File: src/rtl/mux_pkg.sv
// Shared encodings for the mux bank: output modes and per-channel FSM states.
package mux_pkg;

    typedef enum logic [1:0] {
        MODE_LEVEL = 2'd0,
        MODE_INV   = 2'd1,
        MODE_RISE  = 2'd2,
        MODE_FALL  = 2'd3
    } mode_e;

    typedef enum logic {
        ST_RUN = 1'b0,
        ST_GAP = 1'b1
    } state_e;

    localparam int GAP_CNT_BITS = 8;

endpackage

File: src/rtl/mux_bank_ch.sv
// One output channel: input select, mode shaping, RUN/GAP reconfiguration FSM.
// Latency: 1 cycle from in/in_valid to out/out_valid; new selection visible after GAP.
// Backpressure: run low while in GAP; the top holds further loads until it returns high.
module mux_bank_ch
    import mux_pkg::*;
#(
    parameter int CTRL_BITS  = 3,
    parameter int NUM_IN     = 8,
    parameter int SWITCH_GAP = 2,
    parameter int IDX        = 0
) (
    input  logic                 clock,
    input  logic                 reset_n,
    input  logic [NUM_IN-1:0]    in,
    input  logic [NUM_IN-1:0]    in_valid,
    input  logic                 load,
    input  logic [CTRL_BITS-1:0] load_ctrl,
    input  mode_e                load_mode,
    output logic                 out,
    output logic                 out_valid,
    output logic                 busy,
    output logic                 run
);

    localparam logic [CTRL_BITS-1:0]    RST_CTRL = CTRL_BITS'(IDX % NUM_IN);
    localparam logic [GAP_CNT_BITS-1:0] GAP_LOAD = GAP_CNT_BITS'(SWITCH_GAP);

    logic [CTRL_BITS-1:0]    ctrl_q, ctrl_d;
    mode_e                   mode_q, mode_d;
    state_e                  state_q, state_d;
    logic [GAP_CNT_BITS-1:0] cnt_q, cnt_d;
    logic                    prev_q, prev_d;
    logic                    out_q, out_d;
    logic                    out_valid_q, out_valid_d;

    logic [1:0] cur_vs;
    logic [1:0] nxt_vs;
    logic       shaped;

    // Returns {valid, masked data}; an out-of-range select reads as idle.
    function automatic logic [1:0] pick(input logic [CTRL_BITS-1:0] sel,
                                        input logic [NUM_IN-1:0]    d,
                                        input logic [NUM_IN-1:0]    dv);
        logic v;
        logic s;
        v = 1'b0;
        s = 1'b0;
        if (int'(sel) < NUM_IN) begin
            v = dv[sel];
            s = dv[sel] & d[sel];
        end
        return {v, s};
    endfunction

    always_comb begin
        ctrl_d  = ctrl_q;
        mode_d  = mode_q;
        state_d = state_q;
        cnt_d   = cnt_q;
        case (state_q)
            ST_RUN: begin
                if (load) begin
                    ctrl_d = load_ctrl;
                    mode_d = load_mode;
                    if (SWITCH_GAP > 0) begin
                        state_d = ST_GAP;
                        cnt_d   = GAP_LOAD;
                    end
                end
            end
            ST_GAP: begin
                if (cnt_q <= GAP_CNT_BITS'(1)) begin
                    state_d = ST_RUN;
                    cnt_d   = '0;
                end else begin
                    cnt_d = cnt_q - GAP_CNT_BITS'(1);
                end
            end
            default: begin
                state_d = ST_RUN;
                cnt_d   = '0;
            end
        endcase
    end

    always_comb begin
        cur_vs = pick(ctrl_q, in, in_valid);
        // prev follows whichever select will be live next, so a reload never
        // leaves a stale history that could fake an edge when GAP ends.
        nxt_vs = pick(ctrl_d, in, in_valid);
        prev_d = nxt_vs[0];
        case (mode_q)
            MODE_LEVEL: shaped = cur_vs[0];
            MODE_INV:   shaped = cur_vs[1] & ~cur_vs[0];
            MODE_RISE:  shaped = cur_vs[0] & ~prev_q;
            MODE_FALL:  shaped = ~cur_vs[0] & prev_q;
            default:    shaped = 1'b0;
        endcase
        out_d       = (state_d == ST_GAP) ? 1'b0 : shaped;
        out_valid_d = (state_d == ST_GAP) ? 1'b0 : cur_vs[1];
    end

    always_ff @(posedge clock or negedge reset_n) begin
        if (!reset_n) begin
            ctrl_q      <= RST_CTRL;
            mode_q      <= MODE_LEVEL;
            state_q     <= ST_RUN;
            cnt_q       <= '0;
            prev_q      <= 1'b0;
            out_q       <= 1'b0;
            out_valid_q <= 1'b0;
        end else begin
            ctrl_q      <= ctrl_d;
            mode_q      <= mode_d;
            state_q     <= state_d;
            cnt_q       <= cnt_d;
            prev_q      <= prev_d;
            out_q       <= out_d;
            out_valid_q <= out_valid_d;
        end
    end

    assign out       = out_q;
    assign out_valid = out_valid_q;
    assign busy      = (state_q == ST_GAP);
    assign run       = (state_q == ST_RUN);

endmodule

File: src/rtl/mux_bank.sv
// Bank of NUM_OUT independently reconfigurable selectors over a shared input vector.
// Latency: 1 cycle data path; reconfiguration takes effect after SWITCH_GAP idle cycles.
// Backpressure: cfg_ready drops while the addressed output is in GAP; out-of-range sel always accepted.
module mux_bank
    import mux_pkg::*;
#(
    parameter int CTRL_BITS  = 3,
    parameter int NUM_IN     = 8,
    parameter int NUM_OUT    = 4,
    parameter int OUT_BITS   = 2,
    parameter int SWITCH_GAP = 2
) (
    input  logic                 clock,
    input  logic                 reset_n,
    input  logic                 cfg_valid,
    output logic                 cfg_ready,
    input  logic [OUT_BITS-1:0]  cfg_sel,
    input  logic [CTRL_BITS-1:0] cfg_ctrl,
    input  logic [1:0]           cfg_mode,
    input  logic [NUM_IN-1:0]    in,
    input  logic [NUM_IN-1:0]    in_valid,
    output logic [NUM_OUT-1:0]   out,
    output logic [NUM_OUT-1:0]   out_valid,
    output logic [NUM_OUT-1:0]   busy
);

    logic [NUM_OUT-1:0] run;
    logic [NUM_OUT-1:0] load;
    mode_e              cfg_mode_e;

    assign cfg_mode_e = mode_e'(cfg_mode);

    always_comb begin
        cfg_ready = 1'b1;
        load      = '0;
        if (int'(cfg_sel) < NUM_OUT) begin
            cfg_ready     = run[cfg_sel];
            load[cfg_sel] = cfg_valid & run[cfg_sel];
        end
    end

    for (genvar k = 0; k < NUM_OUT; k++) begin : g_ch
        mux_bank_ch #(
            .CTRL_BITS (CTRL_BITS),
            .NUM_IN    (NUM_IN),
            .SWITCH_GAP(SWITCH_GAP),
            .IDX       (k)
        ) u_ch (
            .clock    (clock),
            .reset_n  (reset_n),
            .in       (in),
            .in_valid (in_valid),
            .load     (load[k]),
            .load_ctrl(cfg_ctrl),
            .load_mode(cfg_mode_e),
            .out      (out[k]),
            .out_valid(out_valid[k]),
            .busy     (busy[k]),
            .run      (run[k])
        );
    end

endmodule
File: config.mk
export PLATFORM = sky130hd
export DESIGN_NAME = mux_bank
export DESIGN_NICKNAME = d
export VERILOG_FILES = /design/src/rtl/mux_pkg.sv /design/src/rtl/mux_bank_ch.sv /design/src/rtl/mux_bank.sv
export SDC_FILE = /design/constraint.sdc
export NUM_CORES = 1
export LEC_CHECK = 0
export CAP_MARGIN = 20
export CORE_ASPECT_RATIO = 1.2
export CORE_MARGIN = 3
export CORE_UTILIZATION = 58
export CTS_CLUSTER_SIZE = 20
export DETAILED_ROUTE_END_ITERATION = 7
export PLACE_DENSITY = 0.81
export SETUP_SLACK_MARGIN = 0.5
export SLEW_MARGIN = 20
export SYNTH_ARGS = -nofsm -noshare
export SYNTH_HDL_FRONTEND = slang
export SYNTH_HIERARCHICAL = 1
export SYNTH_SLANG_ARGS = --single-unit
File: constraint.sdc
create_clock -name clock -period 2.8 [get_ports clock]
set_input_delay 0.28 -clock clock [delete_from_list [all_inputs] [get_ports clock]]
set_output_delay 0.28 -clock clock [all_outputs]
set_load 0.1 [all_outputs]
==> results by group <==
Run status
  – Status: complete, no violations

Critical path
  – Critical path depth: 6
  – Slowest-stage cell, CP: mux4_2
  – Data arrival, critical path: 2.43 ns
  – Crit path buf inv count: 1
  – Worst Setup EP: g_ch[0].u_ch/prev_q$_DFF_PN0_
  – CP top delay family: multiplexers
  – Kind of critical path: flip-flop to flip-flop
  – Cell count of the worst reg-to-reg path: 6
  – Setup crit start kind: flip-flop
  – Setup slack, reg-to-reg: 0.63 ns
  – Crit path required time: 3.06 ns
  – Slowest stage delay, CP: 0.53 ns
  – Crit Reg-Reg Startpoint: g_ch[0].u_ch/busy$_DFF_PN0_
  – Worst path cell trace: inv_1, and4bb_2, nor2b_2, mux2i_4, mux4_2, mux2i_1
  – Reg2reg end: g_ch[0].u_ch/prev_q$_DFF_PN0_
  – Critical-path maximum fanout: 7
  – Critical path launch point: g_ch[0].u_ch/busy$_DFF_PN0_
  – Worst Setup End Kind: flip-flop

Timing
  – Fmax: 461 MHz
  – Min Tclk post-route: 2.17 ns
  – Worst Skew: 0.00714 ns
  – Fin crit share: 77.6%
  – Final Hold Fails: 0
  – Final Slew Violations: 0
  – Unrepaired setup endpoints after global routing: no
  – Final worst slack: 0.629 ns
  – Worst-Margin Slew: 0.802 ns
  – Hold WS: 0.427 ns
  – Setup tns final: 0 ns
  – Slew headroom: 46.2%
  – Setup Viol. Count Final: 0

Synthesis
  – Post-synthesis sequential area ratio: 40.9%
  – Post-Syn Nets: 419
  – EDFF count, synth: 0
  – FF+latch count, synth: 68
  – Synth Instances: 385
  – Synth Cell Area: 4170 sq um
  – Primary FF master, synth: dfrtp_1
  – Asr flop ratio synth: 100%
  – Syn_area_per_cell: 10.8 sq um
  – Distinct cells, synth: 40
  – Synth Warn #: 6

Clock tree
  – Clock Tree Buf Depth: 2
  – Sink Count: 68
  – Clock insertion delay at the later pin of the skew report: 0.34 ns
  – Clk root buf: clkbuf_8
  – TritonCTS buffer count: 9
  – CTS tree: done
  – H-Tree Depth: 3
  – Clk pin slew, worst setup/hold paths: 0.07 ns

Routing
  – Via count: 3171
  – DR iter-0 viols: 163
  – # DRC: 0
  – Drt first pass iters: 4
  – WL final: 9000 um
  – Routed Antenna Nets: 0
  – Routed len/inst: 17.2 um
  – Via density: 6.07

Hold path
  – Hold Crit Class: input pin to async pin

Power and ir drop
  – Max VDD drop: 0.000619 V
  – Internal: 3.10 mW
  – Power Density: 1200 nW/um^2
  – Power share of the combinational group: 53.4%
  – Leakage: 2.05 nW
  – Switching share of power: 46.2%
  – Switching power: 2.66 mW
  – Part of the power in registers: 34.5%
  – Clock power frac: 12.1%

Global route
  – Tot GR Track Use: 23.4%
  – Pin count of the biggest net entering global routing: 25
  – Initial antenna violation count: 0
  – Grt ovf: 0
  – Vias in the first global route: 3337
  – Global-route wire length before repair: 15300 um

Cells and area
  – Fillers: 509
  – Most frequent cells in the layout: dfrtp_1 (60), nand2_1 (46), nor2_1 (34)
  – Final net count: 464
  – Share of layout cells above drive strength 1: 21.4%
  – Util after Layout: 69.4%
  – Finished Layout Cells: 522
  – Diode count: 0
  – Commonest non-fill, non-tap cell in the layout: dfrtp_1
  – Area growth syn-to-layout: 14.7%

Die
  – Starting density of the core: 60.5%
  – Core Region: 6900 sq um
  – IO Pins: 39
  – Overall die height: 98.9 um
  – Die Wd: 83.4 um
  – Std cell rows: 33
  – Die area: 8250 sq um

Placement
  – Dpl ws: 0.232 ns
  – DP Wirelength: 6610 um
  – Inst Count DP: 505
  – PortBufs: 38
  – GP Congestion: 0.889

Run
  – Max-cap violation count: 0
-- power by group through the flow --
stage | Sequential [mW] | Combinational [mW] | Clock (mW)
final | 1.99 | 3.07 | 0.698
after global routing | 2.07 | 3.37 | 0.766
after global placement | 1.97 | 2.97 | 0
after floorplan | 2.28 | 2.18 | 0
after detailed placement | 2.00 | 3.07 | 0
after CTS | 1.98 | 3.08 | 0.724
-- metal layers --
layer  wire, um  GRT usage, %  vias up
met5          0             0        -
met4        229          8.93        0
met3        568          5.18       22
met2       4520          39.9      119
met1       3680          29.0     1548
li1           -             -     1482
-- sequential cells by signal, summed over array words and instances (netlist names) --
name,count
g_ch.u_ch/cnt_q,32
g_ch.u_ch/ctrl_q,12
g_ch.u_ch/mode_q,8
g_ch.u_ch/busy,4
g_ch.u_ch/out,4
g_ch.u_ch/out_valid,4
g_ch.u_ch/prev_q,4
-- kinds of logic (layout without fill, tap and decap cells) --
group                      Yosys count  after routing  share of synthesized area [%]
AOI/OAI and AO/OA                   68             68                           10.9
xor gates and xnor gates             8              8                           1.68
adders and majority gates            8              8                           2.40
buffers and inverters               32             82                           4.02
DFF                                 68             68                           40.9
muxes                               69             69                           24.6
and+or+nand+nor                    132            132                           15.5
-- synth_stat cells (all sizes together), types with 2 or more instances --
library cell  instances  area, sq um
buf                  10         85.1
or3                   8         50.1
inv                  20         75.1
nand2b                8         50.1
clkbuf                2         7.51
ha                    8          100
dfrtp                64         1600
nor3                 10         50.1
or4                   2         22.5
or2                   2         12.5
o41ai                 4         72.6
o21a                  4         30.0
mux2                 12          135
dfstp                 4          105
a21oi                 8         40.0
mux2i                36          418
nor3b                 2         15.0
o21ai                36          180
nor2b                14         87.6
xor2                  2         17.5
xnor2                 6         52.6
o2111ai               4         35.0
o22ai                 4         25.0
nor2                 34          128
nor4                  2         12.5
mux4                 21          473
nand2                46          173
and4b                 2         22.5
o31ai                 8         70.1
-- what timing repair did --
item,4_1_cts,5_1_grt
buffers inserted,0,0
hold buffers,1,0
endpoints found under the hold margin,21,0
setup endpoints to repair,0,6
gates resized for setup,0,4
-- layout make-up --
class	instances	area, sq um	share of cell area [%]
multi-input cells	285	2310	48.4
flip-flops and latches	68	1720	35.9
repair buffers	46	405	8.48
clock buffers	13	149	3.11
well taps	87	109	2.28
inverters	20	75.1	1.57
clock inverters	3	15.0	0.314
-- worst min path at each step --
stage                 start                                end  slack [ns]  cells after the start
floorplan           reset_n  g_ch[0].u_ch/cnt_q[0]$_DFFE_PN0P_       -0.02                      0
finish              reset_n  g_ch[2].u_ch/cnt_q[5]$_DFFE_PN0P_        0.43                      2
global placement    reset_n  g_ch[2].u_ch/cnt_q[7]$_DFFE_PN0P_        0.28                      1
global route        reset_n  g_ch[2].u_ch/cnt_q[7]$_DFFE_PN0P_        0.47                      2
detailed placement  reset_n  g_ch[2].u_ch/cnt_q[5]$_DFFE_PN0P_        0.27                      1
CTS                 reset_n  g_ch[2].u_ch/cnt_q[5]$_DFFE_PN0P_        0.43                      2
-- per-stage QoR --
step | power (mW) | area, sq um
3_3_place_gp | 4.93 | 4600
3_5_place_dp | 5.07 | 4600
2_1_floorplan | 4.47 | 4190
4_1_cts | 5.79 | 4770
6_report | 5.76 | 4780
5_1_grt | 6.20 | 4780
Note: power is estimated with default switching activity, not from simulation.
